File: src/rtl/pcm_sample_player.sv
// pcm_sample_player
//   Buffers 8-bit unsigned PCM bytes from the CPU-side port decoder in a small
//   circular FIFO and releases one byte per programmable rate tick to the
//   mixer. Everything runs on clkdac; write strobes are already synchronous.
//
// Ports
//   clkdac     : DAC/mixer clock, all logic on posedge
//   reset      : asynchronous, active-high, clears all state
//   enable     : 1 = player active, 0 = stop and flush
//   wr_data    : sample byte to push
//   wr_sample  : one-cycle push strobe
//   rate_in    : new divider value
//   wr_rate    : one-cycle strobe, loads rate_in into the rate register
//   clr_flags  : one-cycle strobe, clears underrun and overflow
//   sample     : current output sample (registered)
//   fifo_empty : level == 0
//   fifo_full  : level == 2**DEPTH_LOG2
//   level      : entries held
//   underrun   : sticky, a tick found the FIFO empty
//   overflow   : sticky, a push was dropped because the FIFO was full
//
// Build option
//   PCM_SILENCE_RAMP_EN : when defined, disabling the player ramps sample down
//   by one per divider tick instead of zeroing it on the disable edge.
module pcm_sample_player #(
  parameter int                DEPTH_LOG2   = 4,
  parameter int                RATE_W       = 12,
  parameter logic [RATE_W-1:0] DEFAULT_RATE = 12'd874
) (
  input  logic                  clkdac,
  input  logic                  reset,
  input  logic                  enable,
  input  logic [7:0]            wr_data,
  input  logic                  wr_sample,
  input  logic [RATE_W-1:0]     rate_in,
  input  logic                  wr_rate,
  input  logic                  clr_flags,
  output logic [7:0]            sample,
  output logic                  fifo_empty,
  output logic                  fifo_full,
  output logic [DEPTH_LOG2:0]   level,
  output logic                  underrun,
  output logic                  overflow
);

  localparam int                  DEPTH    = 1 << DEPTH_LOG2;
  localparam int                  LVL_W    = DEPTH_LOG2 + 1;
  localparam logic [LVL_W-1:0]    FULL_LVL = LVL_W'(DEPTH);
  localparam logic [LVL_W-1:0]    HALF_LVL = LVL_W'(DEPTH / 2);

  typedef enum logic [1:0] {IDLE, PRIME, PLAY} state_t;

  state_t                  state, state_nxt;
  logic [7:0]              mem [DEPTH];
  logic [DEPTH_LOG2-1:0]   wptr, rptr;
  logic [RATE_W-1:0]       rate_q, counter;

  logic flush, cnt_run, tick, pop, push, ovf_set, unr_set;

  assign fifo_empty = (level == '0);
  assign fifo_full  = (level == FULL_LVL);

  // Leaving an active state with enable low flushes; IDLE with enable low is
  // the preload state and keeps accepting pushes.
  always_comb begin
    flush   = !enable && (state != IDLE);
    cnt_run = (state == PLAY);
`ifdef PCM_SILENCE_RAMP_EN
    // Divider keeps running in IDLE only while the silence ramp is active.
    cnt_run = cnt_run || ((state == IDLE) && !enable && (sample != 8'd0));
`endif
    tick    = cnt_run && (counter == '0);
    pop     = (state == PLAY) && tick && !flush && !fifo_empty;
    unr_set = (state == PLAY) && tick && !flush && fifo_empty;
    // A pop in the same cycle frees a slot, so a push while full still lands.
    push    = wr_sample && !flush && (!fifo_full || pop);
    ovf_set = wr_sample && !flush && fifo_full && !pop;
  end

  always_comb begin
    state_nxt = state;
    case (state)
      IDLE:    if (enable) state_nxt = PRIME;
      PRIME:   if (level >= HALF_LVL) state_nxt = PLAY;
      PLAY:    if (unr_set) state_nxt = PRIME;
      default: state_nxt = IDLE;
    endcase
    if (flush) state_nxt = IDLE;
  end

  always_ff @(posedge clkdac or posedge reset) begin
    if (reset) begin
      state <= IDLE;
    end else begin
      state <= state_nxt;
    end
  end

  // Rate divider: held at rate_q unless running; a new rate_q only takes
  // effect at the next reload.
  always_ff @(posedge clkdac or posedge reset) begin
    if (reset) begin
      rate_q  <= DEFAULT_RATE;
      counter <= DEFAULT_RATE;
    end else begin
      if (wr_rate) rate_q <= rate_in;
      if (cnt_run && !flush) begin
        counter <= (counter == '0) ? rate_q : counter - RATE_W'(1);
      end else begin
        counter <= rate_q;
      end
    end
  end

  // FIFO pointers and occupancy
  always_ff @(posedge clkdac or posedge reset) begin
    if (reset) begin
      wptr  <= '0;
      rptr  <= '0;
      level <= '0;
    end else if (flush) begin
      wptr  <= '0;
      rptr  <= '0;
      level <= '0;
    end else begin
      if (push) wptr <= wptr + DEPTH_LOG2'(1);
      if (pop)  rptr <= rptr + DEPTH_LOG2'(1);
      case ({push, pop})
        2'b10:   level <= level + LVL_W'(1);
        2'b01:   level <= level - LVL_W'(1);
        default: level <= level;
      endcase
    end
  end

  // Storage array carries no reset; only the pointers define its contents.
  always_ff @(posedge clkdac) begin
    if (push) mem[wptr] <= wr_data;
  end

  always_ff @(posedge clkdac or posedge reset) begin
    if (reset) begin
      sample <= 8'd0;
    end else if (flush) begin
`ifdef PCM_SILENCE_RAMP_EN
      sample <= sample;
`else
      sample <= 8'd0;
`endif
    end else if (pop) begin
      sample <= mem[rptr];
`ifdef PCM_SILENCE_RAMP_EN
    end else if ((state == IDLE) && tick) begin
      sample <= sample - 8'd1;
`endif
    end
  end

  // Sticky flags: a set event in the same cycle as clr_flags wins.
  always_ff @(posedge clkdac or posedge reset) begin
    if (reset) begin
      underrun <= 1'b0;
      overflow <= 1'b0;
    end else begin
      underrun <= unr_set || (underrun && !clr_flags);
      overflow <= ovf_set || (overflow && !clr_flags);
    end
  end

endmodule
File: config.mk
export PLATFORM = sky130hd
export DESIGN_NAME = pcm_sample_player
export DESIGN_NICKNAME = d
export VERILOG_FILES = /design/src/rtl/pcm_sample_player.sv
export SDC_FILE = /design/constraint.sdc
export NUM_CORES = 1
export LEC_CHECK = 0
export ABC_AREA = 1
export ABC_CLOCK_PERIOD_IN_PS = 2600
export BUFFER_PORTS_ARGS = -buffer_cell sky130_fd_sc_hd__buf_2
export CAP_MARGIN = 15
export CORE_AREA = 4 4 124 149
export CTS_CLUSTER_SIZE = 20
export DETAILED_ROUTE_END_ITERATION = 7
export DIE_AREA = 0 0 128 153
export PLACE_DENSITY = 0.64
export SYNTH_ARGS = -nofsm -noshare
export SYNTH_HDL_FRONTEND = slang
export SYNTH_SLANG_ARGS = --single-unit
export TNS_END_PERCENT = 50
File: constraint.sdc
create_clock -name clkdac -period 2.6 [get_ports clkdac]
set_input_delay 0.52 -clock clkdac [delete_from_list [all_inputs] [get_ports clkdac]]
set_output_delay 0.52 -clock clkdac [all_outputs]
set_load 0.01 [all_outputs]
==> results.txt <==
fmax - 439.5 MHz
Synth Register Bits - 177
Mapped Cells - 685
critical path endpoint category - flip-flop
Worst setup startpoint - counter[0]
Final ANT Viol Nets - 0
Mapped Nets - 720
clock-pin slew on the worst setup and hold paths - 0.07 ns
R2R Path End - mem[7][3]
Slew Viols, Final - 0
Die Height - 153 um
WS Path Type - reg -> reg
Mapped Area - 0.007716 mm2
IO Count - 43
Synth warnings - 0
GRT Residual Overflow - 0
clk_lat worst skew - 0.43 ns
synthesis-to-finish area growth - 14.93%
Final Wtd Congestion - 0.8208
CP Capture Point - mem[7][3]
vias in the first global route - 5084
status - completed
worst vdd ir - 0.4985 mV
dpl hpwl - 11460 um
Synth Flop Type - edfxtp_1
reg2reg start - counter[0]
Post-CTS Setup Bufs - 0
DR DRC count - 0
R2R cell count - 11
H-tree depth - 4
largest net degree at the start of global routing - 54
Setup-failing EPs final - 0
Min-Delay Path Class - in -> async
Setup TNS Final - 0 ns
die area - 0.01958 mm2
Async S/R FF share, synth - 0.2768
n_diodes - 0
Worst-Margin Slew - 0.6480 ns
instance area after placement - 0.008293 mm2
crit path time final - 2.275 ns
Vias/cell - 5.245
clk_skew - 0.01205 ns
Mean Syn Cell Area - 11.26 um2
routed wire length - 16560 um
core area - 0.01692 mm2
unrepaired setup endpoints after global routing - false
post-synth cell types - 35
TritonRoute pass-1 iters - 5
Critical Path AT - 2.42 ns
CTS tree - built
Initial Util - 0.4561
worst-path fanout max - 8
drt wl/cell - 17.04 um
Power Density - 811.6 mW/mm2
All-Layer GR Usage - 0.1757
CP Launch Type - flip-flop
Sink Count - 177
maximum root-to-sink buffer count - 2
root buffer cell - clkbuf_16
initial antenna violation count - 0
share of cells above drive strength 1 - 0.1786
total number of vias - 5098
CTS hold repair buffers - 0
post-cts resize count - 0
port bufs - 42
first-pass GRT wire length - 26630 um
sequential element share of the synthesized area - 0.6590
CP required - 2.74 ns
design area - 0.008869 mm2
Iter 0 DRT Violations - 306
fin crit share - 0.8751
FP Rows - 52
number of max-cap violations - 0
Net count, final - 778
TritonCTS Buffers - 17
Post-synth EDFFs - 128
Hold Violations, Final - 0
leakage power - 3.468 nW
Worst slew margin - 0.5674
R2R Setup Slk - 0.32 ns
Die W - 128 um
==> report_power, final <==
| part | switching [mW] | internal (mW) | total (mW) |
|---|---|---|---|
| Sequential | 0.180 | 3.34 | 3.52 |
| Clock | 1.13 | 1.35 | 2.47 |
| Combinational | 0.802 | 0.400 | 1.20 |
==> cells by family (layout without fill, tap and decap cells) <==
| family | count (synthesis) | in the layout | share of synthesized area |
|---|---|---|---|
| xor+xnor | 9 | 9 | 0.01022 |
| simple gates | 185 | 185 | 0.1028 |
| buf+inv | 113 | 184 | 0.05594 |
| mux | 38 | 38 | 0.05027 |
| compound gates | 154 | 154 | 0.1072 |
| flops | 177 | 177 | 0.6590 |
| fa+ha+maj | 9 | 9 | 0.01459 |
==> worst max-delay path, stage by stage, from the launching register on <==
cell     delay [ns]
dfrtp_1        0.38
inv_1          0.10
ha_1           0.22
inv_1          0.05
nor2_1         0.11
nand3_2        0.09
nor2_4         0.11
nand2_2        0.09
a21oi_4        0.25
nand2_1        0.22
nor2_1         0.16
buf_4          0.19
==> sequential cells by signal, indices dropped and copies added, names as in the netlist <==
register	flops
state	2
wptr	4
rate_q	12
counter	12
mem	128
overflow	1
sample	8
rptr	4
underrun	1
level	5
==> worst min-delay path by stage <==
stage | startpoint | to | slack [ns]
floorplan | rate_q[11] | counter[11] | 0.45
global placement | sample[6] | sample[6] | 0.47
detailed placement | sample[0] | sample[0] | 0.46
CTS | reset | level[3] | 0.19
global route | reset | level[3] | 0.22
finish | reset | level[3] | 0.17
==> cell usage after synthesis (2+ instances only) <==
cell / number / area share
o21a_1: 2 / 0.0019
buf_1: 2 / 0.00097
mux2i_1: 32 / 0.042
nor2_2: 9 / 0.0073
nand2_2: 2 / 0.0016
ha_1: 9 / 0.015
a21oi_1: 40 / 0.026
nand2_1: 95 / 0.046
o21ai_0: 82 / 0.053
nand4_1: 8 / 0.0065
a31oi_1: 2 / 0.0016
nor2_1: 39 / 0.019
o211ai_1: 2 / 0.0019
dfstp_2: 12 / 0.041
o22ai_1: 13 / 0.011
dfrtp_1: 37 / 0.12
nor3_1: 8 / 0.0052
inv_1: 82 / 0.040
buf_2: 6 / 0.0039
edfxtp_1: 128 / 0.50
clkbuf_1: 18 / 0.0088
xnor2_1: 2 / 0.0023
mux2_2: 6 / 0.0088
inv_2: 4 / 0.0019
o21ai_1: 8 / 0.0052
xor2_1: 7 / 0.0079
nand3_1: 22 / 0.014
==> layer usage <==
| metal | share of wire | GRT usage |
|---|---|---|
| met5 | 0 | 0 |
| met4 | 0.027 | 0.06825 |
| met3 | 0.047 | 0.03839 |
| met2 | 0.51 | 0.2956 |
| met1 | 0.42 | 0.2210 |
==> area by class of cell <==
cell class                      instances  area (um2)
Multi-Input combinational cell        395        2200
Timing Repair Buffer                   65       407.9
Clock buffer                           17       425.4
Sequential cell                       177        5089
Clock inverter                         15       150.1
Fill cell                            1496        8048
Inverter                               87       326.6
Tap cell                              216       270.3
==> per-stage QoR <==
| step | cells | hold WS [ns] | setup slack (ns) | utilization | power, mW |
|---|---|---|---|---|---|
| floorplan | 685 | 0.4492 | 0.4292 | - | 4.368 |
| global placement | 940 | 0.4651 | 0.4145 | 0.4902 | 4.749 |
| detailed placement | 940 | 0.4612 | 0.3656 | 0.4902 | 4.780 |
| CTS | 972 | 0.1867 | 0.3410 | 0.5243 | 7.258 |
| global route | 972 | 0.2208 | 0.1162 | 0.5243 | 7.590 |
| finish | 972 | 0.1682 | 0.3249 | 0.5243 | 7.198 |
==> cell usage in the layout, fill, tap and decap left out, drive strengths merged, types with 6 or more instances in the layout <==
cell    synthesis  routed
edfxtp        128     128
nand2          97      97
inv            86      93
o21ai          90      90
buf             8      65
nor2           49      49
a21oi          41      41
dfrtp          37      37
mux2i          32      32
nand3          23      23
clkbuf         18      17
o22ai          13      13
dfstp          12      12
ha              9       9
nand4           8       8
nor3            8       8
xor2            7       7
mux2            6       6
clkinv          1       6
No activity file was read; power rests on OpenSTA's default activity.
